==> src/rtl/jk_bank_arb_pkg.sv <==
`default_nettype none
// +----------------------------------------------------------------------+
// | jk_bank_arb_pkg                                                      |
// | Shared FSM state and JK operation encodings for the JK bank arbiter. |
// | Revision: 1.0                                                        |
// +----------------------------------------------------------------------+
package jk_bank_arb_pkg;

   typedef logic [2:0] state_t;

   localparam state_t ST_IDLE  = 3'd0;
   localparam state_t ST_GRANT = 3'd1;
   localparam state_t ST_APPLY = 3'd2;
   localparam state_t ST_DONE  = 3'd3;
   localparam state_t ST_WAIT  = 3'd4;

   // Upper bit drives J, lower bit drives K.
   typedef logic [1:0] jk_op_t;

   localparam jk_op_t OP_HOLD   = 2'b00;
   localparam jk_op_t OP_RESET  = 2'b01;
   localparam jk_op_t OP_SET    = 2'b10;
   localparam jk_op_t OP_TOGGLE = 2'b11;

   function automatic logic arb_pick(input logic [1:0] req, input logic rr);
      if (req == 2'b11) return rr;
      return req[1];
   endfunction

endpackage
`default_nettype wire

==> src/rtl/jk_bank_arb_jk_cell.sv <==
`default_nettype none
// +----------------------------------------------------------------------+
// | jk_cell                                                              |
// | Single JK storage bit with complementary output and async clear.     |
// | Revision: 1.0                                                        |
// +----------------------------------------------------------------------+
module jk_cell
   import jk_bank_arb_pkg::*;
(
   input  logic clk,
   input  logic clr_n,
   input  logic j,
   input  logic k,
   output logic q,
   output logic qbar
);

   logic r_q;

   always_ff @(posedge clk or negedge clr_n) begin
      if (!clr_n) begin
         r_q <= 1'b0;
      end else begin
         case ({j, k})
            OP_HOLD:   r_q <= r_q;
            OP_RESET:  r_q <= 1'b0;
            OP_SET:    r_q <= 1'b1;
            OP_TOGGLE: r_q <= ~r_q;
            default:   r_q <= r_q;
         endcase
      end
   end

   assign q    = r_q;
   assign qbar = ~r_q;

endmodule
`default_nettype wire

==> src/rtl/jk_bank_arb.sv <==
`default_nettype none
// +----------------------------------------------------------------------+
// | jk_bank_arb                                                          |
// | Two-requester round-robin arbiter applying JK ops to an N-bit bank.  |
// | Revision: 1.0                                                        |
// +----------------------------------------------------------------------+
module jk_bank_arb
   import jk_bank_arb_pkg::*;
#(
   parameter int N    = 4,
   parameter int NREQ = 2
) (
   input  logic            clk,
   input  logic            clr_n,
   input  logic [NREQ-1:0] req,
   input  logic [1:0]      op0,
   input  logic [1:0]      op1,
   input  logic [N-1:0]    mask0,
   input  logic [N-1:0]    mask1,
   output logic [NREQ-1:0] gnt,
   output logic [NREQ-1:0] done,
   output logic            busy,
   output logic [N-1:0]    q,
   output logic [N-1:0]    qbar
);

   state_t        r_state;
   state_t        w_next;
   logic          r_win;
   logic          r_rr;
   jk_op_t        r_op;
   logic [N-1:0]  r_mask;
   logic          w_win;
   logic          w_apply;
   logic [N-1:0]  w_j;
   logic [N-1:0]  w_k;

   assign w_win   = arb_pick(req, r_rr);
   assign w_apply = (r_state == ST_APPLY);

   // State register
   always_ff @(posedge clk or negedge clr_n) begin
      if (!clr_n) r_state <= ST_IDLE;
      else        r_state <= w_next;
   end

   // Next-state logic
   always_comb begin
      w_next = r_state;
      case (r_state)
         ST_IDLE:  if (req != '0) w_next = ST_GRANT;
         ST_GRANT: w_next = ST_APPLY;
         ST_APPLY: w_next = ST_DONE;
         ST_DONE:  w_next = ST_WAIT;
         ST_WAIT:  if (!req[r_win]) w_next = ST_IDLE;
         default:  w_next = ST_IDLE;
      endcase
   end

   // Output logic
   always_comb begin
      gnt  = '0;
      done = '0;
      busy = (r_state != ST_IDLE);
      case (r_state)
         ST_GRANT: gnt[r_win]  = 1'b1;
         ST_DONE:  done[r_win] = 1'b1;
         default:  ;
      endcase
   end

   // Winner is latched on entry to GRANT; op/mask and rr update on GRANT exit.
   always_ff @(posedge clk or negedge clr_n) begin
      if (!clr_n) begin
         r_win  <= 1'b0;
         r_rr   <= 1'b0;
         r_op   <= OP_HOLD;
         r_mask <= '0;
      end else begin
         if (r_state == ST_IDLE && req != '0) begin
            r_win <= w_win;
         end
         if (r_state == ST_GRANT) begin
            r_op   <= r_win ? op1 : op0;
            r_mask <= r_win ? mask1 : mask0;
            r_rr   <= ~r_win;
         end
      end
   end

   for (genvar gi = 0; gi < N; gi++) begin : g_bit
      assign w_j[gi] = w_apply & r_mask[gi] & r_op[1];
      assign w_k[gi] = w_apply & r_mask[gi] & r_op[0];

      jk_cell u_cell (
         .clk   (clk),
         .clr_n (clr_n),
         .j     (w_j[gi]),
         .k     (w_k[gi]),
         .q     (q[gi]),
         .qbar  (qbar[gi])
      );
   end

endmodule
`default_nettype wire

==> config.mk <==
export PLATFORM = sky130hd
export DESIGN_NAME = jk_bank_arb
export DESIGN_NICKNAME = d
export VERILOG_FILES = /design/src/rtl/jk_bank_arb_pkg.sv /design/src/rtl/jk_bank_arb_jk_cell.sv /design/src/rtl/jk_bank_arb.sv
export SDC_FILE = /design/constraint.sdc
export NUM_CORES = 1
export LEC_CHECK = 0
export CAP_MARGIN = 0
export CORE_MARGIN = 10
export CORE_UTILIZATION = 42
export CTS_CLUSTER_SIZE = 40
export DETAILED_ROUTE_END_ITERATION = 7
export GPL_TIMING_DRIVEN = 0
export PLACE_DENSITY = 0.74
export SLEW_MARGIN = 20
export SYNTH_ARGS = -nofsm -noshare
export SYNTH_HDL_FRONTEND = slang
export SYNTH_SLANG_ARGS = --single-unit
==> constraint.sdc <==
create_clock -name clk -period 2 [get_ports clk]
set_clock_uncertainty 0.1 [all_clocks]
set_input_delay 0.4 -clock clk [delete_from_list [all_inputs] [get_ports clk]]
set_output_delay 0.4 -clock clk [all_outputs]
set_load 0.01 [all_outputs]
==> results of run 1 <==
worst max-delay path: cells and delay by family (launching register included):
kind,cells,cell delay [ns]
flip-flops,1,0.35
AND/OR/NAND/NOR,2,0.43
buffers and inverters,4,0.50
routing by layer:
metal	up-vias	wire [um]	track usage, %
li1	346	-	-
met1	346	773	8.916
met2	28	1022	14.97
met3	6	128	2.473
met4	0	57	5.738
met5	-	0	0
path summary, 6_finish.rpt:
| check | startpoint | to | slack (ns) | cells past startpoint |
|---|---|---|---|---|
| worst max register to register | r_state[0] | r_op[1] | 0.36 | 7 |
| worst min register to register | r_rr | r_rr | 0.40 | 1 |
| max in group asynchronous | clr_n | r_state[2] | 0.91 | 1 |
| min in group asynchronous | clr_n | r_op[0] | 0.41 | 1 |
| worst max-delay path | r_state[0] | gnt[1] | -0.08 | 6 |
| worst min-delay path | r_rr | r_rr | 0.40 | 1 |
flip-flops by register name, summed over array words and instances, names as in the netlist:
name            flops
r_rr                1
r_state             3
r_win               1
g_bit.u_cell.q      4
r_mask              4
r_op                2
cell families (layout without fill, tap and decap cells):
family | Yosys count | in the layout | share of synthesized area, %
muxes | 7 | 7 | 8.903
and+or+nand+nor | 19 | 19 | 11.92
buffers and inverters | 18 | 58 | 13.99
xor gates and xnor gates | 1 | 1 | 1.113
AOI/OAI and AO/OA | 19 | 19 | 16.37
DFF | 15 | 15 | 47.69
timing repair:
action / in CTS / in global routing
hold buffers: 0 / 0
resized for setup: 18 / 4
setup buffers: 1 / 8
endpoints found under the setup margin: 5 / 3
synth_stat cells:
master / number
a21o_1: 1
a31oi_1: 4
a41oi_1: 4
buf_2: 1
buf_4: 9
buf_6: 1
clkbuf_1: 1
dfrtp_1: 15
inv_1: 6
mux2i_1: 7
nand2_1: 7
nand3b_1: 1
nor2_1: 6
nor3_1: 2
nor3b_2: 1
o21ai_0: 4
o21ai_1: 3
o21ai_2: 3
or3_1: 1
or3b_1: 1
xnor2_1: 1
final cells by class:
cell class / instances / area [um^2]
repair buffers: 37 / 331.6
plain buffers: 11 / 97.59
inverters: 6 / 22.52
fillers: 157 / 551.8
clock buffers: 3 / 22.52
clock inverters: 1 / 5.005
well taps: 25 / 31.28
flip-flops and latches: 15 / 379.1
multi-input cells: 46 / 304.0
power groups by stage:
| stage | combinational (W) | sequential [W] | clock, W |
|---|---|---|---|
| after CTS | 0.000948 | 0.000643 | 0.000178 |
| after global routing | 0.00117 | 0.000657 | 0.000190 |
| final | 0.00107 | 0.000636 | 0.000178 |
| after global placement | 0.000958 | 0.000594 | 0 |
| after detailed placement | 0.000987 | 0.000601 | 0 |
| after floorplan | 0.000634 | 0.000565 | 0 |
stage by stage:
stage               cells  hold slack [ns]   TNS, ns  worst slack (ns)
global route          144           0.4178   -0.2107           -0.1402
finish                144           0.3959  -0.08060          -0.08060
detailed placement    132           0.3807   -0.4671           -0.2371
global placement      132           0.3622   -0.4601           -0.2366
CTS                   136           0.4005   -0.1214           -0.1214
floorplan              79         0.004409         0            0.2770
==> flow_metrics.env, run 1 <==
export IMPL_maxCapViolations=0
export IMPL_dpl_instance_area_um2=1099
export IMPL_drcViolationCount=0
export IMPL_final_hold_violation_count=0
export IMPL_ys_types=21
export IMPL_mostFrequentLayoutCell="clkdlybuf4s50_1"
export IMPL_ant_nets=0
export IMPL_first_iter_violations=13
export IMPL_htreeDepth=1
export IMPL_cp_required_ns=1.50
export IMPL_ys_seq_area_share_pct=47.69
export IMPL_slowest_delay_ns=0.36
export IMPL_seqPwrFrac_pct=33.7
export IMPL_area_delta_synth_final_pct=51.67
export IMPL_die_w_um=63.29
export IMPL_switching_share_pct=37.38
export IMPL_path_max_fanout=7
export IMPL_max_freq_ghz=0.4806
export IMPL_period_needed_ns=2.081
export IMPL_cp_end_kind="primary output"
export IMPL_cts_tree="done"
export IMPL_port_buffers=28
export IMPL_crit_path_top_delay_cell="or3b_1"
export IMPL_cts_sinks=15
export IMPL_finalWeightedCongestion=0.7205
export IMPL_drive_gt1_share_pct=29.41
export IMPL_wl_per_cell_um=13.76
export IMPL_ir_drop_uv=940.2
export IMPL_violations="negative setup slack"
export IMPL_crit_type="reg2out"
export IMPL_rsz0062_at_grt="yes"
export IMPL_clock_latency_ns=0.29
export IMPL_vias=726
export IMPL_cpMostUsedCell="buf_6"
export IMPL_report_final_slew_viol_count=0
export IMPL_syn_avg_cell_area_um2=9.962
export IMPL_utilization_pct=68.39
export IMPL_yosysWarnings=0
export IMPL_fp_row_count=15
export IMPL_final_cell_area_um2=1194
export IMPL_n_antenna_cell=0
export IMPL_clkTransAtPathRegs_ns=0.09
export IMPL_fin_crit_sh_pct=104.0
export IMPL_ios=29
export IMPL_status="finished with violations"
export IMPL_grt_pass1_vias=656
export IMPL_dp_hpwl_um=1446
export IMPL_power_clock_fraction_pct=9.4
export IMPL_ys_seq_elements=15
export IMPL_clock_root_buffer="clkbuf_4"
export IMPL_grt_first_pass_wirelength_um=2904
export IMPL_setup_viol=1
export IMPL_power_w=0.001884
export IMPL_via_per_inst=5.042
export IMPL_die_y_um=63.29
export IMPL_dieArea_um2=4005
export IMPL_synth_top_cell_by_area="dfrtp_1"
export IMPL_mostFrequentLayoutCells="clkdlybuf4s50_1 (23), buf_4 (17), dfrtp_1 (12)"
export IMPL_grt_antenna_before_repair=0
export IMPL_worstPathArrival_ns=1.58
export IMPL_wirelength_um=1981
export IMPL_overflow=0
export IMPL_crit_path_cell_trace="buf_6 > or3b_1 > buf_6 > buf_8 > nor2_1 > buf_2"
export IMPL_grt_start_max_net_pins=16
export IMPL_synth_area_top_cells="dfrtp_1 (48%), mux2i_1 (8.9%), buf_4 (8.6%), a41oi_1 (4.5%), nand2_1 (3.3%)"
export IMPL_finalWorstSetupSlack_ns=-0.08060
export IMPL_syn_inst=79
export IMPL_cts_buffers=3
export IMPL_power_leakage_nw=0.5622
export IMPL_syn_cell_area_um2=787.0
export IMPL_p_int_w=0.001180
export IMPL_syn_nets=95
export IMPL_track_usage_pct=8.672
export IMPL_power_density_nw_per_um2=1578
export IMPL_fp_coreArea_um2=1745
export IMPL_synth_top_area_share_pct=47.69
export IMPL_initial_core_util_pct=45.09
export IMPL_first_pass_iters=4
export IMPL_power_switching_w=0.0007041
export IMPL_nets=136
export IMPL_relSlewSlack_pct=55.01
export IMPL_clock_path_buffers=2
export IMPL_cp_start_kind="flip-flop"
export IMPL_hold_path_class="reg2reg"
export IMPL_combPwrFrac_pct=56.8
export IMPL_worstMarginPinSlew_ns=0.6727
Power figures use the tool's default switching activity.
==> run 2, diff against run 1 <==
--- a/config.mk
+++ b/config.mk
@@ -8,7 +8,7 @@
 export CAP_MARGIN = 0
 export CORE_MARGIN = 10
 export CORE_UTILIZATION = 42
-export CTS_CLUSTER_SIZE = 40
+export CTS_CLUSTER_SIZE = 24
 export DETAILED_ROUTE_END_ITERATION = 7
 export GPL_TIMING_DRIVEN = 0
 export PLACE_DENSITY = 0.74
==> results of run 2 <==
The final DEF is identical to that of run 1; final timing and power are the same.
